### config.mk
export PLATFORM = sky130hd
export DESIGN_NAME = lvds_frame_serializer
export DESIGN_NICKNAME = d
export VERILOG_FILES = /design/src/rtl/lvds_ser_pkg.sv /design/src/rtl/lvds_lane_shifter.sv /design/src/rtl/lvds_frame_serializer.sv
export SDC_FILE = /design/constraint.sdc
export NUM_CORES = 1
export LEC_CHECK = 0
export BUFFER_PORTS_ARGS = -buffer_cell sky130_fd_sc_hd__buf_2
export CAP_MARGIN = 20
export CORE_UTILIZATION = 61
export DETAILED_ROUTE_END_ITERATION = 8
export PLACE_DENSITY = 0.86
export SLEW_MARGIN = 20
export SYNTH_ARGS = -nofsm -noshare
export SYNTH_HDL_FRONTEND = slang
export SYNTH_HIERARCHICAL = 1
export SYNTH_SLANG_ARGS = --single-unit
### constraint.sdc
create_clock -name clock -period 5.87 [get_ports clock]
set_input_delay 0.8805 -clock clock [delete_from_list [all_inputs] [get_ports clock]]
set_output_delay 0.8805 -clock clock [all_outputs]
set_load 0.02 [all_outputs]
### src/rtl/lvds_ser_pkg.sv
// Shared types and tag constants for the LVDS frame serializer.
package lvds_ser_pkg;
  typedef enum logic [1:0] {STREAM = 2'd0, RAMP_UP = 2'd1, RAMP_DN = 2'd2, CONST = 2'd3} mode_e;
  typedef enum logic [1:0] {IDLE = 2'd0, SEND = 2'd1, GAP = 2'd2} state_e;

  localparam logic [7:0] UP_TAG = 8'hF0;
  localparam logic [3:0] DN_TAG = 4'hF;
endpackage

### src/rtl/lvds_lane_shifter.sv
// One serial lane: parallel load, LSB-first shift. Zero fill drains the lane to 0 after the last bit.
module lvds_lane_shifter #(
  parameter int DATA_WIDTH = 16
) (
  input  logic                  clock,
  input  logic                  reset_n,
  input  logic                  load,
  input  logic [DATA_WIDTH-1:0] word,
  output logic                  bit_out
);
  logic [DATA_WIDTH-1:0] sh;

  always_ff @(posedge clock or negedge reset_n) begin
    if (!reset_n)  sh <= '0;
    else if (load) sh <= word;
    else           sh <= sh >> 1;
  end

  assign bit_out = sh[0];
endmodule

### src/rtl/lvds_frame_serializer.sv
// Frame serializer: FSM, bit/word counters, pattern generator and stream handshake
// in front of LANES lane shifters.
module lvds_frame_serializer
  import lvds_ser_pkg::*;
#(
  parameter int LANES      = 4,
  parameter int DATA_WIDTH = 16,
  parameter int FRAME_LEN  = 256,
  parameter int GAP_CYCLES = 8
) (
  input  logic                        clock,
  input  logic                        reset_n,
  input  logic                        enable,
  input  logic [1:0]                  mode,
  input  logic [DATA_WIDTH-1:0]       const_word,
  input  logic [LANES*DATA_WIDTH-1:0] s_data,
  input  logic                        s_valid,
  output logic                        s_ready,
  output logic [LANES-1:0]            lane_data,
  output logic                        valid,
  output logic                        frame,
  output logic                        frame_done,
  output logic                        underflow,
  output logic                        busy,
  output logic [15:0]                 frame_cnt
);
  localparam int MW = $clog2(DATA_WIDTH);
  localparam int KW = $clog2(FRAME_LEN);
  localparam int GW = (GAP_CYCLES > 1) ? $clog2(GAP_CYCLES) : 1;
  localparam int PW = DATA_WIDTH - 8;

  localparam logic [MW-1:0] M_LAST = MW'(DATA_WIDTH - 1);
  localparam logic [MW-1:0] M_PEN  = MW'(DATA_WIDTH - 2);
  localparam logic [MW-1:0] M_HALF = MW'(DATA_WIDTH / 2 - 1);
  localparam logic [KW-1:0] K_LAST = KW'(FRAME_LEN - 1);
  localparam logic [GW-1:0] G_LAST = GW'((GAP_CYCLES > 0) ? GAP_CYCLES - 1 : 0);

  state_e                state;
  logic [MW-1:0]         m;
  logic [KW-1:0]         k;
  logic [GW-1:0]         gap_cnt;
  mode_e                 mode_q;
  logic [DATA_WIDTH-1:0] const_q;

  logic                  last_bit, word_end, gap_done, start, load;
  mode_e                 cur_mode;
  logic [DATA_WIDTH-1:0] cur_const;
  logic [KW-1:0]         k_nxt;
  logic [PW-1:0]         k_up, k_dn;

  assign last_bit = (state == SEND) && (m == M_LAST) && (k == K_LAST);
  assign word_end = (state == SEND) && (m == M_LAST) && (k != K_LAST);
  assign gap_done = (state == GAP) && (gap_cnt == G_LAST);
  // With no gap, the last bit of one frame doubles as the start point of the next.
  assign start    = enable && ((state == IDLE) || gap_done || ((GAP_CYCLES == 0) && last_bit));
  assign load     = start || word_end;

  // A frame start uses the live mode/const_word; mid-frame uses the latched copies.
  assign cur_mode  = start ? mode_e'(mode) : mode_q;
  assign cur_const = start ? const_word : const_q;
  assign k_nxt     = start ? '0 : k + 1'b1;
  assign k_up      = PW'(k_nxt);
  assign k_dn      = PW'(FRAME_LEN - 1) - k_up;

  assign s_ready = reset_n && load && (cur_mode == STREAM);

  always_ff @(posedge clock or negedge reset_n) begin
    if (!reset_n) begin
      state      <= IDLE;
      m          <= '0;
      k          <= '0;
      gap_cnt    <= '0;
      mode_q     <= STREAM;
      const_q    <= '0;
      valid      <= 1'b0;
      frame      <= 1'b0;
      frame_done <= 1'b0;
      underflow  <= 1'b0;
      busy       <= 1'b0;
      frame_cnt  <= '0;
    end else begin
      frame_done <= 1'b0;
      underflow  <= s_ready && !s_valid;
      if (start) begin
        mode_q  <= mode_e'(mode);
        const_q <= const_word;
      end
      if (load) begin
        state <= SEND;
        m     <= '0;
        k     <= k_nxt;
        valid <= 1'b1;
        frame <= 1'b1;
        busy  <= 1'b1;
      end else begin
        case (state)
          SEND: begin
            if (last_bit) begin
              state   <= (GAP_CYCLES > 0) ? GAP : IDLE;
              busy    <= (GAP_CYCLES > 0);
              valid   <= 1'b0;
              frame   <= 1'b0;
              gap_cnt <= '0;
            end else begin
              m     <= m + 1'b1;
              frame <= (m < M_HALF);
              // Registered one cycle early so the pulse lines up with the last bit.
              if ((m == M_PEN) && (k == K_LAST)) begin
                frame_done <= 1'b1;
                frame_cnt  <= frame_cnt + 1'b1;
              end
            end
          end
          GAP: begin
            if (gap_done) begin
              state <= IDLE;
              busy  <= 1'b0;
            end else begin
              gap_cnt <= gap_cnt + 1'b1;
            end
          end
          default: ;
        endcase
      end
    end
  end

  for (genvar l = 0; l < LANES; l++) begin : g_lane
    localparam logic [7:0] LID = 8'(l);
    logic [DATA_WIDTH-1:0] word;

    always_comb begin
      word = '0;
      case (cur_mode)
        STREAM:  word = s_valid ? s_data[l*DATA_WIDTH +: DATA_WIDTH] : '0;
        RAMP_UP: word = {k_up, UP_TAG | LID};
        RAMP_DN: word = {k_dn, LID[3:0], DN_TAG};
        CONST:   word = cur_const;
        default: word = '0;
      endcase
    end

    lvds_lane_shifter #(.DATA_WIDTH(DATA_WIDTH)) u_shift (
      .clock   (clock),
      .reset_n (reset_n),
      .load    (load),
      .word    (word),
      .bit_out (lane_data[l])
    );
  end
endmodule

==> impl_metrics.py <==
metrics = {
    "yosys": {
        "yosys_warnings": 6,
        "synth.most_common_cell": "dfrtp_1",
        "synthesis.area_sq_um": 6260,
        "yosys-top-cells-count": "dfrtp_1, nand2_1, a21o_1",
        "netlist_instances": 565,
        "ys_seq_elements": 120,
        "synth_enable_flop_cells": 0,
        "ys_types": 58,
        "synth_fp_nets": 657,
        "synth_ff_type": "dfrtp_1",
        "synth.area.top_cells": "dfrtp_1, mux2_4, a21o_1",
        "seq_area_frac_synth_pct": 48.0,
        "ys_async_sr_fraction_pct": 100,
        "synth_top_area_cell": "dfrtp_1",
        "yosys.area.top_type_share_pct": 48.0,
        "syn_area_per_cell_sq_um": 11.1,
    },
    "clock_tree": {
        "cts.htree.levels": 4,
        "cts_setup_buffers": 0,
        "cts_resized": 0,
        "cts_buffers": 17,
        "cts_buffer_depth": 2,
        "cts_tree": "done",
        "clk_pin_slew_worst_paths_ns": 0.06,
        "clockRootBuffer": "clkbuf_8",
        "cts_hold_buf": 0,
        "cts.sinks": 120,
        "clock_latency_ns": 0.52,
    },
    "run": {
        "cap_violations": 0,
    },
    "floorplan": {
        "die_y_um": 103,
        "die_area_sq_um": 10700,
        "initial_utilization_pct": 63.5,
        "core_area_sq_um": 9860,
        "rows": 36,
        "die_w_um": 103,
        "ios": 112,
    },
    "layout": {
        "final_area_sq_um": 7330,
        "drive_gt1_share_pct": 33.0,
        "diodes": 0,
        "area_growth_pct": 17.0,
        "nFillCells": 629,
        "final_nets": 757,
    },
    "grt": {
        "grt-ovfl-total": 0,
        "grt_max_degree": 85,
        "grt_pass1_vias": 4875,
        "grt_pass1_wl_um": 24400,
        "track_usage_pct": 30.8,
        "antenna_found_initial": 0,
    },
    "place": {
        "placed_cell_area_sq_um": 6770,
        "port_buffers": 111,
        "dpl.hpwl_um": 10000,
        "gp_congestion": 0.846,
    },
    "timing": {
        "period_minus_slack_ns": 3.82,
        "worst_pin_slew_ns": 1.07,
        "skew_ns": 0.00923,
        "drv_slew": 0,
        "fmax_mhz": 262,
        "fin_crit_sh_pct": 65.1,
        "finalHoldViolCount": 0,
        "slew_headroom_pct": 28.5,
        "setup_viol": 0,
        "timing.hold.ws_ns": 0.331,
        "fin_tns_setup_ns": 0,
        "rsz0062_at_grt": "false",
    },
    "critical_path": {
        "reg2reg_depth": 7,
        "worstReg2RegStart": "gap_cnt[0]$_DFFE_PN0P_",
        "end_kind": "output port",
        "crit_path_end": "s_ready",
        "worstPathMaxFanout": 43,
        "ff2ff_setup_slack_ns": 2.77,
        "crit_path_start_kind": "register",
        "r2r-end": "g_lane[0].u_shift/sh[14]$_DFF_PN0_",
        "worst_ep_required_time_ns": 4.99,
        "crit_type": "reg -> out",
        "cp.arrival_ns": 2.94,
        "crit_start": "gap_cnt[0]$_DFFE_PN0P_",
    },
    "detailed_routing": {
        "top_layer_used": "met4",
        "drt-pass1-iter-count": 6,
        "drc": 0,
        "viasPerCell": 6.15,
        "routed-via-count": 4987,
        "ant_nets": 0,
        "met2_length_um": 7960,
        "drtIter0Drc": 550,
        "drt-met1-wl_um": 5830,
        "drt_wl_total_um": 15700,
        "wl_per_cell_um": 19.3,
        "met3RoutedLength_um": 1280,
    },
    "pwr": {
        "power_density_nw_per_um2": 291,
        "p_leak_uw": 0.00393,
        "ir_drop_mv": 0.195,
    },
    "hold_path": {
        "hold_class": "in -> async",
    },
    "run_status": {
        "status": "completed",
    },
}
==> routing by layer <==
metal  GRT usage, %  vias to the layer above
met4           14.8                        0
met3           8.13                       62
met1           37.3                     2418
met2           51.4                      286
li1               -                     2221
met5              0                        -
==> critical path: stages (launching register included) <==
cell	delay, ns
dfrtp_1	0.41
ha_1	0.22
ha_1	0.21
nand2b_1	0.22
nand2_2	0.63
mux2i_1	0.30
and3_1	0.24
buf_2	0.18
==> cell type report <==
class	instances	area, sq um	area share, %
Inverter	11	41.3	0.564
Multi-Input combinational cell	400	2980	40.6
Timing Repair Buffer	115	592	8.08
Clock inverter	15	133	1.81
Sequential cell	120	3000	41.0
Tap cell	133	166	2.27
Clock buffer	17	414	5.65
==> worst min-delay path by stage <==
stage	from	to	slack, ns	depth (start not counted)
after floorplan	const_q[14]$_DFF_PN0_	const_q[14]$_DFF_PN0_	0.44	2
after global placement	const_q[14]$_DFF_PN0_	const_q[14]$_DFF_PN0_	0.45	2
after detailed placement	frame_cnt[15]$_DFFE_PN0P_	frame_cnt[15]$_DFFE_PN0P_	0.46	1
after CTS	reset_n	frame_cnt[15]$_DFFE_PN0P_	0.35	1
after global routing	reset_n	frame_cnt[15]$_DFFE_PN0P_	0.35	1
final	reset_n	frame_cnt[15]$_DFFE_PN0P_	0.33	1
==> cells by family after synthesis <==
family / count (synthesis) / share of synthesized area (%)
simple gates: 159 / 12.5
compound gates: 148 / 16.8
flops: 120 / 48.0
mux: 65 / 13.8
buf+inv: 45 / 4.68
xor+xnor: 22 / 3.08
fa+ha+maj: 6 / 1.20
==> through the flow <==
step | power (uW) | utilization (%) | instances | setup WS, ns
after floorplan | 1090 | - | 565 | 3.19
after global placement | 1160 | 68.7 | 779 | 2.52
after detailed placement | 1180 | 68.7 | 779 | 2.40
after CTS | 2140 | 74.2 | 811 | 2.10
after global routing | 2210 | 74.3 | 811 | 1.86
final | 2130 | 74.3 | 811 | 2.05
==> sequential cells by signal (all words and copies together), names as in the netlist, 2 cells and up <==
signal / count
g_lane.u_shift/sh: 64
const_q: 16
frame_cnt: 16
k: 8
m: 4
gap_cnt: 3
mode_q: 2
state: 2
==> cells in the final DEF, fill, tap and decap left out, drive strengths merged, types with 2 or more instances in the layout <==
cell type	count
a311oi	4
nor2	19
or3	3
o21ai	27
nand2b	6
o22ai	9
a211o	9
mux2i	4
clkinv	4
mux2	61
xnor2	12
and3	7
a21oi	14
inv	20
clkbuf	17
ha	6
nand3	16
buf	115
nand4	7
nor3	12
nand2	66
a211oi	3
a2bb2oi	3
xor2	10
nor2b	7
dfrtp	120
a21o	58
and2	9
and4	2
o2bb2ai	3
clkinvlp	2
o211ai	8
==> report_power, final <==
group          leakage (uW)  switching (uW)  internal, uW
Sequential          0.00158            34.1           874
Combinational       0.00209             139           126
Clock              0.000266             425           535
Total               0.00393             598          1540
No activity file was read; power rests on OpenSTA's default activity.
